File: src/rtl/fifo_burst_reader.sv
// -----------------------------------------------------------------------------
// fifo_burst_reader
//
// Read-side master for the synchronous FIFO. A start command loads a burst
// length; the block then pulls that many words out of the FIFO (absorbing the
// FIFO's one-cycle registered read latency) and presents them on a
// valid/ready stream with a last-word flag. A 2-entry output buffer keeps one
// word per cycle flowing under continuous m_ready and prevents over-reading
// the FIFO while the consumer stalls.
//
// Ports:
//   clk         - single clock, rising edge
//   rst         - asynchronous active-low reset
//   start       - burst request, sampled only while busy = 0
//   burst_len   - number of words to read, sampled with start
//   busy        - high from accepted start until the last word is handshaken
//   done        - one-cycle pulse after the final handshake / zero-length start
//   fifo_empty  - FIFO empty flag
//   fifo_data   - FIFO read data (valid the cycle after fifo_rd_en)
//   fifo_rd_en  - FIFO read enable (combinational)
//   m_valid     - stream word valid
//   m_ready     - stream consumer ready
//   m_data      - stream word (buffer head)
//   m_last      - final word of the burst
// -----------------------------------------------------------------------------
module fifo_burst_reader #(
    parameter int DATA_WIDTH = 8,
    parameter int LEN_WIDTH  = 6
) (
    input  logic                  clk,
    input  logic                  rst,
    input  logic                  start,
    input  logic [LEN_WIDTH-1:0]  burst_len,
    output logic                  busy,
    output logic                  done,
    input  logic                  fifo_empty,
    input  logic [DATA_WIDTH-1:0] fifo_data,
    output logic                  fifo_rd_en,
    output logic                  m_valid,
    input  logic                  m_ready,
    output logic [DATA_WIDTH-1:0] m_data,
    output logic                  m_last
);

    typedef enum logic [0:0] {
        ST_IDLE = 1'b0,
        ST_RUN  = 1'b1
    } state_t;

    localparam logic [LEN_WIDTH-1:0]  LEN_ZERO  = {LEN_WIDTH{1'b0}};
    localparam logic [LEN_WIDTH-1:0]  LEN_ONE   = LEN_ZERO + 1'b1;
    localparam logic [DATA_WIDTH-1:0] DATA_ZERO = {DATA_WIDTH{1'b0}};

    state_t                  state_q,     state_d;
    logic [LEN_WIDTH-1:0]    issue_rem_q, issue_rem_d;
    logic [LEN_WIDTH-1:0]    out_rem_q,   out_rem_d;
    logic [1:0]              occ_q,       occ_d;
    logic                    inflight_q,  inflight_d;
    logic [DATA_WIDTH-1:0]   buf0_q,      buf0_d;     // head entry
    logic [DATA_WIDTH-1:0]   buf1_q,      buf1_d;     // second entry
    logic                    busy_q,      busy_d;
    logic                    done_q,      done_d;

    logic                    pop_s;
    logic                    rd_en_s;

    // Handshake and read-issue decision.
    // A read may be issued only if the word it returns will have a slot when
    // it lands: buffered + in-flight + this read must not exceed 2, counting
    // the slot freed by a pop in this same cycle.
    always_comb begin
        pop_s   = (occ_q != 2'd0) & m_ready;
        rd_en_s = (state_q == ST_RUN) &&
                  (issue_rem_q != LEN_ZERO) &&
                  !fifo_empty &&
                  (({1'b0, occ_q} + {2'b00, inflight_q}) < (3'd2 + {2'b00, pop_s}));
    end

    // Next-state logic for control, counters and the 2-entry buffer.
    always_comb begin
        state_d     = state_q;
        issue_rem_d = issue_rem_q;
        out_rem_d   = out_rem_q;
        occ_d       = occ_q;
        inflight_d  = rd_en_s;
        buf0_d      = buf0_q;
        buf1_d      = buf1_q;
        done_d      = 1'b0;

        case (state_q)
            ST_IDLE: begin
                if (start) begin
                    if (burst_len != LEN_ZERO) begin
                        issue_rem_d = burst_len;
                        out_rem_d   = burst_len;
                        state_d     = ST_RUN;
                    end else begin
                        done_d = 1'b1;
                    end
                end else begin
                    state_d = ST_IDLE;
                end
            end
            ST_RUN: begin
                if (rd_en_s) begin
                    issue_rem_d = issue_rem_q - LEN_ONE;
                end else begin
                    issue_rem_d = issue_rem_q;
                end
                if (pop_s && (out_rem_q != LEN_ZERO)) begin
                    out_rem_d = out_rem_q - LEN_ONE;
                end else begin
                    out_rem_d = out_rem_q;
                end
                if (pop_s && (out_rem_q == LEN_ONE)) begin
                    state_d = ST_IDLE;
                    done_d  = 1'b1;
                end else begin
                    state_d = ST_RUN;
                end
            end
            default: begin
                state_d = ST_IDLE;
            end
        endcase

        // Buffer: capture lands at the tail, pop shifts entry 1 to the head.
        case ({inflight_q, pop_s})
            2'b01: begin
                buf0_d = buf1_q;
                occ_d  = occ_q - 2'd1;
            end
            2'b10: begin
                if (occ_q == 2'd0) begin
                    buf0_d = fifo_data;
                end else begin
                    buf1_d = fifo_data;
                end
                occ_d = occ_q + 2'd1;
            end
            2'b11: begin
                // Capture and pop together: occupancy unchanged.
                if (occ_q == 2'd2) begin
                    buf0_d = buf1_q;
                    buf1_d = fifo_data;
                end else begin
                    buf0_d = fifo_data;
                end
            end
            default: begin
                occ_d = occ_q;
            end
        endcase

        busy_d = (state_d == ST_RUN);
    end

    // State register with asynchronous active-low reset.
    always_ff @(posedge clk or negedge rst) begin
        if (!rst) begin
            state_q     <= ST_IDLE;
            issue_rem_q <= LEN_ZERO;
            out_rem_q   <= LEN_ZERO;
            occ_q       <= 2'd0;
            inflight_q  <= 1'b0;
            buf0_q      <= DATA_ZERO;
            buf1_q      <= DATA_ZERO;
            busy_q      <= 1'b0;
            done_q      <= 1'b0;
        end else begin
            state_q     <= state_d;
            issue_rem_q <= issue_rem_d;
            out_rem_q   <= out_rem_d;
            occ_q       <= occ_d;
            inflight_q  <= inflight_d;
            buf0_q      <= buf0_d;
            buf1_q      <= buf1_d;
            busy_q      <= busy_d;
            done_q      <= done_d;
        end
    end

    assign busy       = busy_q;
    assign done       = done_q;
    assign fifo_rd_en = rd_en_s;
    assign m_valid    = (occ_q != 2'd0);
    assign m_data     = buf0_q;
    assign m_last     = (occ_q != 2'd0) && (out_rem_q == LEN_ONE);

endmodule

File: config.mk
export PLATFORM = sky130hd
export DESIGN_NAME = fifo_burst_reader
export DESIGN_NICKNAME = d
export VERILOG_FILES = /design/src/rtl/fifo_burst_reader.sv
export SDC_FILE = /design/constraint.sdc
export NUM_CORES = 1
export LEC_CHECK = 0
export BUFFER_PORTS_ARGS = -buffer_cell sky130_fd_sc_hd__buf_2
export CORE_ASPECT_RATIO = 2
export CORE_MARGIN = 5
export CORE_UTILIZATION = 55
export CTS_BUF_LIST = sky130_fd_sc_hd__clkbuf_16
export DETAILED_ROUTE_END_ITERATION = 10
export PLACE_DENSITY = 0.83
export SYNTH_ARGS = -nofsm -noshare
export SYNTH_HDL_FRONTEND = slang
export SYNTH_SLANG_ARGS = --single-unit
File: constraint.sdc
create_clock -name clk -period 2.7 [get_ports clk]
set_clock_uncertainty 0.2 [all_clocks]
set_input_delay 0.135 -clock clk [delete_from_list [all_inputs] [get_ports clk]]
set_output_delay 0.135 -clock clk [all_outputs]
set_load 0.05 [all_outputs]
# Yosys cells after proc, flatten, opt, wreduce, memory -nomap -nowiden
# Index checks and enable logic that the tools add are counted.
[word_totals]
output_inout_bits = 13
ff_bits = 33
input_bits = 19
wordCells = 69
[classes]
bitwise_logic = 2
eq_ne = 12
muxes = 21
n_reduce_logical = 19
addsub = 6
order_cmp = 1
[ops]
columns = ["cell", "n"]
rows = [
  ["$mux W8", 4],
  ["$mux W6", 4],
  ["$pmux W6 S2", 2],
  ["$pmux W8 S3", 1],
  ["$reduce_bool A6 Y1", 3],
  ["$pmux W8 S2", 1],
  ["$ne A2 B2 Y1 const B", 6],
  ["$sub A6 B1 Y6 const B", 2],
  ["$reduce_and A3 Y1", 3],
  ["$eq A2 B2 Y1 const B", 3],
  ["$eq A6 B1 Y1 const B", 1],
  ["$logic_and A1 B1 Y1", 6],
  ["$mux W1", 6],
  ["$reduce_bool A2 Y1", 3],
  ["$pmux W1 S2", 2],
  ["$pmux W2 S2", 1],
  ["$add A2 B1 Y3", 1],
  ["$add A2 B1 Y3 const A", 1],
  ["$lt A3 B3 Y1", 1],
  ["$reduce_bool A3 Y1", 1],
  ["$add A2 B1 Y2 const B", 1],
  ["$eq A2 B1 Y1 const B", 1],
  ["$logic_not A2 Y1", 1],
  ["$ne A2 B1 Y1 const B", 1],
  ["other kinds (5)", 5],
]

# Depth between registers and ports, before layout
[depth]
word_depth = 7
mapped_depth = 7
depth_no_buf = 7

# Worst setup path before layout
# No wires, ideal clock.
[synth_path]
path_kind = "reg2reg"
from = "register busy (netlist name)"
to = "register issue_rem_q[0]"
t_arrival_ps = 2356
n_path_buf = 0
required_ps = 2374
path_stages_with_launch = 6
period_less_slack_ps = 2682
path_slack_ps = 18
setup_time_ps = 126
path_cell_list = "dfrtp_1 inv_2 or3_4 nor3_4 nor2_1 a221o_1"
[synth_rtl]
columns = ["element", "line_no", "text"]
rows = [
  ["end signal: assignment", "172", "issue_rem_q <= issue_rem_d;"],
  ["end: declaration", "55", "logic [LEN_WIDTH-1:0] issue_rem_q, issue_rem_d;"],
]

# Worst setup path in the final report
[layout_path]
from = "register occ_q[0]"
to = "output port fifo_rd_en"
[layout_between]
elab_chain_cells = 5
elab_cells_between_ends = 6
classes_between = "2 x add/sub; 1 x order compare; 1 x bitwise; 2 x reduce/logical"
[layout_lines]
columns = ["element", "line_no", "text"]
rows = [
  ["start: declaration", "57", "logic [1:0] occ_q, occ_d;"],
  ["start signal: assignment", "164", "occ_q <= 2'd0;"],
  ["start signal: assignment", "174", "occ_q <= occ_d;"],
  ["$reduce_bool A2 Y1", "72", "pop_s = (occ_q != 2'd0) & m_ready;"],
  ["$and A1 B1 Y1", "72", ""],
  ["$add A2 B1 Y3", "76", "(({1'b0, occ_q} + {2'b00, inflight_q}) < (3'd2 + {2'b00, pop_s}));"],
  ["$lt A3 B3 Y1 (*)", "76", ""],
  ["$logic_and A1 B1 Y1 (*)", "75", "!fifo_empty &&"],
  ["end: declaration", "38", "output logic fifo_rd_en,"],
]
# Mark *: on every way between the ends. The rest lies on a longest branch, timed or not.

==> summary.md <==
| Metric | Value |
|---|---|
| Setup_tns | `0 ns` |
| CP max stage cell | `dfrtp_1` |
| Post-synth top area cell | `dfrtp_1` |
| Core area | `approximately 3200 sq um` |
| Hpwl dp | `2985 microns` |
| Hold Crit Start | `burst_len[4]` |
| WP data required | `2.37 ns` |
| GRT Overall Usage | `0.1909` |
| VDD IR max | `848.9 uV` |
| Gpl congestion | `0.8633` |
| Sequential cell area | `825.8 sq um` |
| DRT antenna net count | `0` |
| Core Rows | `29` |
| Worst Setup SP | `occ_q[0]` |
| Slew Viols, Final | `0` |
| Worst-Margin Slew | `0.7315 ns` |
| CP top delay family | `simple AND/OR/NAND/NOR gates` |
| Crit Path Max Fanout | `11` |
| Max-slew headroom at the worst pin | `0.5123` |
| Vias in the first global route | `about 1600` |
| Crit. End Element | `output port` |
| Fin nets | `258` |
| Filler Cells Inserted | `about 240` |
| Net count after synthesis | `207` |
| CTS Buf Count | `5` |
| Initial DRC Count | `40` |
| Yosys warns | `0` |
| PostCTS Resize Cnt | `0` |
| Reg-to-reg slack, setup | `about 0.28 ns` |
| FF+latch count, synth | `33` |
| Chip height | `90.97 microns` |
| Initial antenna violation count | `0` |
| Setup-failing EPs final | `0` |
| Top-area cell type share of the netlist area | `0.4580` |
| CP cell instances | `ha_1 -> ha_1 -> or3_4 -> nor3_4 -> buf_2` |
| Hold Crit Depth | `3` |
| CTS Sinks | `33` |
| Clk buf depth | `2` |
| Vias | `1562` |
| Footprint of the multi-input gates | `approximately 900 sq um` |
| Cell repeated most along the worst path | `ha_1` |
| Post-route setup slack | `0.1451 ns` |
| Lkg Pwr | `1.086 nW` |
| Post-synth top flop | `dfrtp_1` |
| Area contributors post-synth | `dfrtp_1 (46%), ha_1 (6.2%), mux2_2 (5.0%)` |
| First-pass GRT wire length | `7031 microns` |
| Critical path type | `reg -> out` |
| Starting Density | `0.5711` |
| Reg clk slew, reported paths | `0.05 ns` |
| Syn Std Cell Area | `1803 sq um` |
| Die width | `approximately 50 microns` |
| Unrepaired setup endpoints after global routing | `no` |
| Period utilisation layout | `0.9462` |
| Unique cell type count in the Yosys netlist | `38` |
| Port Buffers | `31` |
| Min cycle time layout | `2.555 ns` |
| Most frequent cell after synthesis | `dfrtp_1` |
| Arrival time at the worst endpoint | `2.22 ns` |
| Largest net degree at the start of global routing | `34` |
| Pwr Total | `2.886 mW` |
| Clock latency on the worst-skew pair | `0.27 ns` |
| Post-synthesis sequential area ratio | `0.4580` |
| Number of flops mapped to enable cells by yosys | `0` |
| Share of cells above drive strength 1 | `0.2338` |
| CP peak stage delay | `0.45 ns` |
| Crit Reg-Reg Endpoint | `issue_rem_q[1]` |
| Mapped Cells | `around 180` |
| Reg2reg path depth | `6` |
| Wirelength, routed | `approximately 4200 microns` |
| Diode count | `0` |
| Critical path buffers and inverters | `1` |
| Reg2Reg Launch Point | `occ_q[0]` |
| Final hold vios | `0` |
| Syn_area_per_cell | `10.07 sq um` |
| Remaining global-route overflow | `0` |
| H-tree lvl count | `2` |
| Post-CTS setup buffer count | `0` |
| Clk root buf | `clkbuf_16` |
| DRC errors left | `0` |
| Hold Path Class | `in -> reg` |
| Drt pass-1 iters | `4` |
| Top cells by count, synth | `dfrtp_1 (33), nand2_1 (15), o21ai_0 (15)` |
| Asr flop ratio synth | `1.000` |
| F_max | `391.4 MHz` |
| Startpoint Class | `register` |
| I/O pin total | `32` |
| Die area | `4593 sq um` |
| CTS tree | `built` |
| Outcome | `completed` |
| Via/cell ratio | `a little under 6` |
| P per Cell Area | `1263 nW/um^2` |
| Pre-CTS setup slack | `roughly 0.30 ns` |
| Number of max-cap violations | `0` |
| P&R area growth vs syn | `26.79%` |
| Min-Delay Endpoint | `out_rem_q[4]` |
| Wirelength per Cell | `between 15 and 20 microns` |
## cells by family after synthesis
kind of cell             synth area share
XOR/XNOR                          0.02429
AO/OA/AOI/OAI                      0.1908
multiplexers                      0.08328
adder cells (fa/ha/maj)           0.06246
flip-flops                         0.4580
buffers and inverters             0.03123
AND/OR/NAND/NOR                    0.1499
## repair_timing
action / in CTS / in global routing
hold buffers: 15 / 0
endpoints found under the hold margin: 54 / 0
endpoints found under the setup margin: 0 / 0
## power by group
group / internal (mW) / switching, mW / total [mW]
logic: 0.555 / 0.874 / 1.43
registers: 0.731 / 0.201 / 0.931
clock network: 0.334 / 0.192 / 0.526
## sequential cells by signal (all words and copies together), names as in the netlist
register	flops
m_data	8
buf1_q	8
busy	1
out_rem_q	6
done	1
issue_rem_q	6
occ_q	2
inflight_q	1
## through the flow
stage	utilization	instance area, sq um	cells	hold WS (ns)
after floorplan	-	1803	179	-0.3606
after global placement	0.6326	1997	239	0.03798
after detailed placement	0.6326	1997	239	0.03566
final	0.7241	2286	262	0.03093
after CTS	0.7241	2286	262	0.03081
after global routing	0.7241	2286	262	0.04523
## cell usage in the layout, fill, tap and decap left out, types with 3 or more instances in the layout
cell type,n
a211oi_1,3
a21oi_1,4
a221o_1,3
a22oi_1,8
and3_1,4
buf_2,31
buf_4,3
clkbuf_16,5
dfrtp_1,33
dlygate4sd3_1,15
ha_1,9
inv_1,9
mux2_2,8
mux2i_1,6
nand2_1,15
nand3_1,5
nor2_1,12
nor3_1,6
o21ai_0,15
o22ai_1,5
xor2_1,3
## worst max-delay path by stage
stage / end / slack (ns) / depth (start not counted)
finish: fifo_rd_en / 0.15 / 5
global route: fifo_rd_en / 0.04 / 5
CTS: fifo_rd_en / 0.14 / 5
detailed placement: issue_rem_q[5] / 0.30 / 6
global placement: issue_rem_q[0] / 0.30 / 6
floorplan: issue_rem_q[0] / 0.02 / 5
## worst reg2reg max path: stages (launching register included)
cell and delay (ns):
dfrtp_1 0.45, ha_1 0.24, ha_1 0.18, or3_4 0.35, nor3_4 0.39, nor2_1 0.14
a221o_1 0.36
## cell type report
type,instances,share of cell area
clock buffer,5,0.05473
clock inverter,3,0.006021
inverter,9,0.01478
multi-input combinational,132,0.4028
sequential,33,0.3612
tap,31,0.01697
timing repair buffer,49,0.1434
## per-layer routing
metal	vias to the layer above	global-route usage	wire length, microns
li1	762	-	-
met1	737	0.2144	1559
met2	54	0.3413	2275
met3	9	0.03443	257
met4	0	0.07249	73
met5	-	0	0
(Power assumes the default switching activity.)
